===== src/rtl/secuenciador_melodia.sv =====
// rtl/secuenciador_melodia.sv - melody sequencer: walks the note ROM, plays a square wave per note, then a silent gap
module secuenciador_melodia #(
  parameter int NUM_NOTAS      = 25,
  parameter int TICKS_NOTA     = 12500000,
  parameter int TICKS_SILENCIO = 1250000,
  parameter int ANCHO_DUR      = 24
) (
  input  logic        clk,
  input  logic        reset,
  input  logic        iniciar,
  input  logic        pausa,
  input  logic        detener,
  input  logic        repetir,
  input  logic [15:0] frecuencia_de_nota,
  output logic [4:0]  direccion_nota,
  output logic        salida_audio,
  output logic        reproduciendo,
  output logic        fin
);

  typedef enum logic [2:0] {REPOSO, CARGA, SONANDO, SILENCIO, FIN} estado_t;

  localparam logic [ANCHO_DUR-1:0] ULT_NOTA = ANCHO_DUR'(TICKS_NOTA - 1);
  localparam logic [ANCHO_DUR-1:0] ULT_SIL  = ANCHO_DUR'((TICKS_SILENCIO > 0) ? TICKS_SILENCIO - 1 : 0);
  localparam logic [4:0]           ULT_DIR  = 5'(NUM_NOTAS - 1);

  estado_t              estado, estado_sig;
  logic [4:0]           dir_sig;
  logic [15:0]          semiperiodo, semi_sig;
  logic [15:0]          cnt_tono, cnt_tono_sig;
  logic [ANCHO_DUR-1:0] cnt_dur, cnt_dur_sig;
  logic                 fase, fase_sig;
  logic                 ultima, congelado;
  estado_t              estado_avance;
  logic [4:0]           dir_avance;

  // Where playback goes once a note's gap has finished
  assign ultima        = (direccion_nota == ULT_DIR);
  assign estado_avance = (ultima && !repetir) ? FIN : CARGA;
  assign dir_avance    = !ultima ? direccion_nota + 5'd1 : (repetir ? 5'd0 : direccion_nota);

  assign congelado     = pausa && (estado == SONANDO || estado == SILENCIO);
  assign salida_audio  = fase && !congelado;
  assign reproduciendo = (estado == CARGA) || (estado == SONANDO) || (estado == SILENCIO);
  assign fin           = (estado == FIN);

  always_ff @(posedge clk) begin
    if (reset) begin
      estado         <= REPOSO;
      direccion_nota <= 5'd0;
      semiperiodo    <= 16'd0;
      cnt_tono       <= 16'd0;
      cnt_dur        <= '0;
      fase           <= 1'b0;
    end else begin
      estado         <= estado_sig;
      direccion_nota <= dir_sig;
      semiperiodo    <= semi_sig;
      cnt_tono       <= cnt_tono_sig;
      cnt_dur        <= cnt_dur_sig;
      fase           <= fase_sig;
    end
  end

  always_comb begin
    estado_sig   = estado;
    dir_sig      = direccion_nota;
    semi_sig     = semiperiodo;
    cnt_tono_sig = cnt_tono;
    cnt_dur_sig  = cnt_dur;
    fase_sig     = fase;
    if (detener) begin
      estado_sig   = REPOSO;
      dir_sig      = 5'd0;
      semi_sig     = 16'd0;
      cnt_tono_sig = 16'd0;
      cnt_dur_sig  = '0;
      fase_sig     = 1'b0;
    end else begin
      case (estado)
        REPOSO: begin
          if (iniciar) begin
            estado_sig = CARGA;
            dir_sig    = 5'd0;
          end
        end
        CARGA: begin
          semi_sig     = frecuencia_de_nota;
          cnt_tono_sig = 16'd0;
          cnt_dur_sig  = '0;
          fase_sig     = 1'b0;
          estado_sig   = SONANDO;
        end
        SONANDO: begin
          if (!pausa) begin
            // A zero half-period is a rest: the tone generator stays idle
            if (semiperiodo != 16'd0) begin
              if (cnt_tono == semiperiodo - 16'd1) begin
                fase_sig     = !fase;
                cnt_tono_sig = 16'd0;
              end else begin
                cnt_tono_sig = cnt_tono + 16'd1;
              end
            end
            if (cnt_dur == ULT_NOTA) begin
              cnt_dur_sig  = '0;
              cnt_tono_sig = 16'd0;
              fase_sig     = 1'b0;
              if (TICKS_SILENCIO == 0) begin
                estado_sig = estado_avance;
                dir_sig    = dir_avance;
              end else begin
                estado_sig = SILENCIO;
              end
            end else begin
              cnt_dur_sig = cnt_dur + 1'b1;
            end
          end
        end
        SILENCIO: begin
          if (!pausa) begin
            if (cnt_dur == ULT_SIL) begin
              cnt_dur_sig = '0;
              estado_sig  = estado_avance;
              dir_sig     = dir_avance;
            end else begin
              cnt_dur_sig = cnt_dur + 1'b1;
            end
          end
        end
        FIN: begin
          estado_sig = REPOSO;
          dir_sig    = 5'd0;
        end
        default: begin
          estado_sig = REPOSO;
          dir_sig    = 5'd0;
        end
      endcase
    end
  end

endmodule


===== config.mk =====
export PLATFORM = sky130hd
export DESIGN_NAME = secuenciador_melodia
export DESIGN_NICKNAME = d
export VERILOG_FILES = /design/src/rtl/secuenciador_melodia.sv
export SDC_FILE = /design/constraint.sdc
export NUM_CORES = 1
export LEC_CHECK = 0
export BUFFER_PORTS_ARGS = -buffer_cell sky130_fd_sc_hd__clkbuf_2
export CAP_MARGIN = 20
export CORE_ASPECT_RATIO = 0.9
export CORE_MARGIN = 2
export CORE_UTILIZATION = 44
export DETAILED_ROUTE_END_ITERATION = 7
export PLACE_DENSITY = 0.76
export SETUP_SLACK_MARGIN = 0.3
export SLEW_MARGIN = 10
export SYNTH_ARGS = -nofsm -noshare
export SYNTH_HDL_FRONTEND = slang
export SYNTH_SLANG_ARGS = --single-unit
export TNS_END_PERCENT = 5

===== constraint.sdc =====
create_clock -name clk -period 2.2 [get_ports clk]
set_input_delay 0.22 -clock clk [delete_from_list [all_inputs] [get_ports clk]]
set_output_delay 0.22 -clock clk [all_outputs]
set_load 0.005 [all_outputs]

Yosys cells after proc, flatten, opt, wreduce, memory -nomap -nowiden
Index checks and enable logic that the tools add are counted.
Widths: inputs -> output; s select.
Storage, ports and cells
  input port bits: 22
  output and inout port bits: 8
  word-level logic and storage cells: 75
  register bits: 65
Cells by class
  bitwise gates (word level): 1
  reduce and logical (&&, ||, !) cells: 20
  muxes and demuxes: 28
  equal/unequal tests: 16
  $add $sub $neg: 4
Operators with widths (number)
  $mux 24: 4
  $pmux 24 s3: 1
  $mux 16: 4
  $pmux 16 s2: 1
  $mux 5: 5
  $add 24x1->24 const B: 1
  $eq 24x21->1 const B: 1
  $eq 24x24->1 const B: 1
  $mux 3: 6
  $add 16x1->16 const B: 1
  $eq 16x16->1: 1
  $reduce_bool 16->1: 1
  $sub 16x1->16 const B: 1
  $pmux 5 s3: 1
  $pmux 3 s4: 1
  $reduce_and 5->1: 2
  $eq 3x2->1 const B: 2
  $ne 2x2->1 const B: 3
  $ne 3x1->1 const B: 2
  $reduce_and 3->1: 2
  $add 5x1->5 const B: 1
  $eq 5x5->1 const B: 1
  $mux 1: 4
  $ne 2x1->1 const B: 2
  other kinds (13): 20

Depth between registers and ports, before layout
  word-level depth: 7
  depth in mapped cells: 13
  depth with buffers taken out: 9

Worst setup path before layout
Ideal clock, no wire load.
  path type: register to register
  start: register semiperiodo[0]
  end: register fase
  setup time: 0.126 ns
  slack: -0.174 ns
  stages on the path, launching flop included: 14
  path buffers: 4
  data required time: 2.074 ns
  data arrival time: 2.248 ns
  period minus slack after synthesis: 2.374 ns
  cell sequence: dfxtp_1 clkbuf_1 inv_1 ha_1 clkbuf_1 nor3b_1 xnor2_1 nor4_1 nand4_1 nor4_1 a21o_1 buf_6 buf_8 o21ai_0
Between the ends
  cells in the longest elaborated chain, start to end: 4
  elaborated cells between the ends (all ways): 6
  classes of those cells: add/sub: 1; eq/ne: 3; reduce/logical: 2
Ends and longest elaborated chain
  start: declaration: line 29  | logic [15:0] semiperiodo, semi_sig;
  start signal: assignment: line 58  | semiperiodo <= semi_sig;
  $sub 16x1->16: line 98  | if (cnt_tono == semiperiodo - 16'd1) begin
  $eq 16x16->1: line 98
  $ne 3x1->1 (no line)
  $reduce_and 4->1 (no line) *
  end signal: assignment: line 61  | fase <= fase_sig;
  end: declaration: line 32  | logic fase, fase_sig;
Mark *: on every way between the ends. The rest lies on a longest branch, timed or not.
A chain may end at the register's enable or synchronous reset.

Worst setup path after layout
  start: register cnt_tono[12]
  end: register cnt_tono[8]
Between the ends
  cells in the longest elaborated chain, start to end: 6
Ends and longest elaborated chain
  start: declaration: line 30  | logic [15:0] cnt_tono, cnt_tono_sig;
  start signal: assignment: line 59  | cnt_tono <= cnt_tono_sig;
  $eq 16x16->1: line 98
  $mux 16: line 98
  $mux 16: line 97  | if (semiperiodo != 16'd0) begin
  $mux 16: line 105  | if (cnt_dur == ULT_NOTA) begin
  $mux 16: line 95  | if (!pausa) begin
  $pmux 16 s2: line 80  | case (estado)
No other way between the ends. The select of a mux whose other input is x is not followed.

==> metrics.txt <==
outcome=finished with violations; failing checks=setup timing; RePlAce Congestion=0.9345; drt pass-1 iters=5; Async S/R FF share, synth=0%; Post-synth top flop=dfxtp_1; CP endpoint kind=flip-flop; largest net degree at the start of global routing=42; Seq cells post-synth=65; CP arrival=2.51 ns; hold-critical path depth=3; proportion of synthesized area in mux cells=1.082%; grt ovf=0; die extent in x=102.2 um; clock network fraction of design power=38.4%; Synthesized Nets=490; global-route wire length before repair=18.89 mm; die area=9438 um^2; combinational family with the most area after synthesis=simple AND/OR/NAND/NOR gates; fin crit period=2.314 ns; Root Buffer=clkbuf_8; CTS sink count=65; Antenna Nets Post-Route=0; met3 wire len=1.048 mm; Max H-tree Level=3; met1 wire length=5.134 mm; Synth top cells by count=65 x dfxtp_1, 61 x nand2_1, 38 x nor2_1; Leak=1.977 nW; Switching Share=27.27%; total negative slack=-1.634 ns; CP Class=reg2reg; antenna cells=0; met2 routed WL=6.188 mm; post-placement cell count=654; Core Box Area=8488 um^2; Tightest Pin Transition=0.9512 ns; TritonCTS clock tree=built; Die Span Y=92.37 um; I/O pin cnt=30; Port Buffers=29; Hold Path Class=in2reg; Crit Path Max Fanout=8; Comb power frac=16.6%; detailed-route via count=4149; # setup viols final=20; startpoint types=flip-flop; Slew HR=36.59%; Rows=32; DPL Wire Length=7.555 mm; post-synthesis instance total=463; Ys Warns=0; CTS Buffer Depth=2; Clk Latency, worst-skew pair=0.35 ns; Setup WS post-layout=-0.1140 ns; Clock Skew=0.006624 ns; Synth Area in Compound Gates=17.40%; RSZ-0062 raised after global routing=true; max-cap viol count=0; Worst EP required=2.39 ns; pwr dens=486.5 nW/um^2; Sequential Power Share=45.0%; internal power=1.933 mW; fmax=0.4321 GHz; per-cell routed wire length=19.03 um; DRC Markers=0; cell area after layout=5463 um^2; area grow syn2layout=43.10%; cell taking the most area after synthesis=dfxtp_1; Finished Layout Cells=679; DR iter-0 viols=389; fin nets=582; synth unique cells=55; Max Used Layer=met4; simple-gate share of the synthesized area=29.47%; vias per std cell=6.110; Synth Area in Adders=1.639%; worst-case reg-to-reg path depth=9; clock slew at reported path FFs=0.07 ns; xor-xnor portion of the synthesized cell area=12.16%; Area contributors post-synth=dfxtp_1 34%, xnor2_1 8.0%, nand2_1 6.0%, xor2_1 4.1%, a21oi_1 4.1%; Initial Util=44.97%; number of global-route vias before repair=3893; antenna violations before repair=0; post-synthesis sequential area ratio=34.09%; Syn Area/Cell=8.245 um^2; overall global routing resource usage=25.51%; maximum VDD drop=273.6 uV; Post-Route WL=12.92 mm; layout cells sized above 1=42.68%; Fill cells=630; P_sw=0.7247 mW; count leader, synth=dfxtp_1; Num CTS Buffers=9; Final Cycle Share=105.2%; Final Max Slew Viols=0; Post-Place Cell Area=4536 um^2; Yosys top cell area share=34.09%; Cell Area, Synth=3817 um^2; EDFF count, synth=0; Final Hold Vio Count=0
==> critical path, cell delays in order (launching register included) <==
cell and delay [ns]:
dfxtp_1 0.48, xor2_2 0.25, nand4_1 0.17, a311oi_2 0.29, a311oi_1 0.09, buf_4 0.17
nor4_4 0.28, a21o_4 0.21, buf_8 0.14, a211oi_1 0.07
==> state kept, by name, summed over array words and instances, names as in the netlist <==
name,count
cnt_dur,24
cnt_tono,16
semiperiodo,16
direccion_nota,5
estado,3
fase,1
==> metrics by stage <==
step / util, % / setup WS (ns) / power, mW / hold slack, ns
after floorplan: - / -0.01958 / 1.419 / 0.3484
after global placement: 53.43 / -0.06683 / 1.545 / 0.4373
after detailed placement: 53.43 / -0.1620 / 1.554 / 0.4500
after CTS: 61.57 / -0.02362 / 2.601 / 0.06774
after global routing: 64.36 / -0.1880 / 2.739 / 0.07747
final: 64.36 / -0.1140 / 2.658 / 0.08180
==> cell usage in the layout (no fill, tap or decap), types with 4 or more instances in the layout <==
cell,netlist,routed
buf_4,0,60
nand2_1,61,57
dfxtp_1,65,45
xnor2_1,35,30
clkbuf_2,0,29
a21oi_1,31,27
nor2_1,38,22
dfxtp_2,0,19
nand4_1,16,16
xor2_1,18,16
nand3_1,14,12
nor2_4,0,12
buf_6,1,12
inv_1,11,11
a211oi_2,9,10
clkbuf_8,0,10
nand4b_1,8,8
a211oi_1,8,7
and3_1,10,7
o21ai_0,13,6
nor3_4,0,6
nor4_1,11,6
xnor2_2,0,5
o21a_1,4,4
nand2b_1,6,4
nor3_2,3,4
nor4_4,2,4
nor2_2,0,4
or2_2,5,4
a311oi_1,5,4
o21ai_1,1,4
==> power groups by stage <==
stage               Combinational (mW)  Clock (mW)  Sequential, mW
global placement                 0.323           0            1.22
detailed placement               0.331           0            1.22
global route                     0.466        1.08            1.20
CTS                              0.382        1.02            1.20
finish                           0.441        1.02            1.20
floorplan                        0.196           0            1.22
==> cell families (layout without fill, tap and decap cells) <==
kind of cell             Yosys count  after routing
AND/OR/NAND/NOR                  208            208
AO/OA/AOI/OAI                     92             92
flip-flops                        65             65
XOR/XNOR                          53             53
buffers and inverters             36            133
adder cells (fa/ha/maj)            5              5
multiplexers                       4              4
==> repair_timing <==
item,in CTS,in global routing
pin swaps,54,49
hold buffers,0,0
gates resized for setup,100,55
gates cloned,1,0
endpoints found under the setup margin,49,49
setup buffers,6,2
==> final timing paths <==
path,start,end,slack [ns]
worst max-delay path,cnt_tono[12],cnt_tono[8],-0.11
worst min-delay path,frecuencia_de_nota[12],semiperiodo[12],0.08
worst max register to register,cnt_tono[12],cnt_tono[8],-0.11
worst min register to register,semiperiodo[15],semiperiodo[15],0.49
==> per-layer routing <==
| layer | vias up | GRT usage (%) |
|---|---|---|
| met3 | 78 | 7.170 |
| met2 | 267 | 41.17 |
| li1 | 1862 | - |
| met4 | 0 | 8.778 |
| met1 | 1942 | 32.63 |
| met5 | - | 0 |
==> area by class of cell <==
class	count	area (um^2)	share of cell area, %
clock buffer	13	148.9	2.726
clock inverter	3	40.04	0.7329
inverter	11	41.29	0.7558
multi-input combinational	362	2927	53.57
sequential	65	1329	24.32
tap	119	148.9	2.726
timing repair buffer	106	828.3	15.16
(Power assumes the default switching activity.)
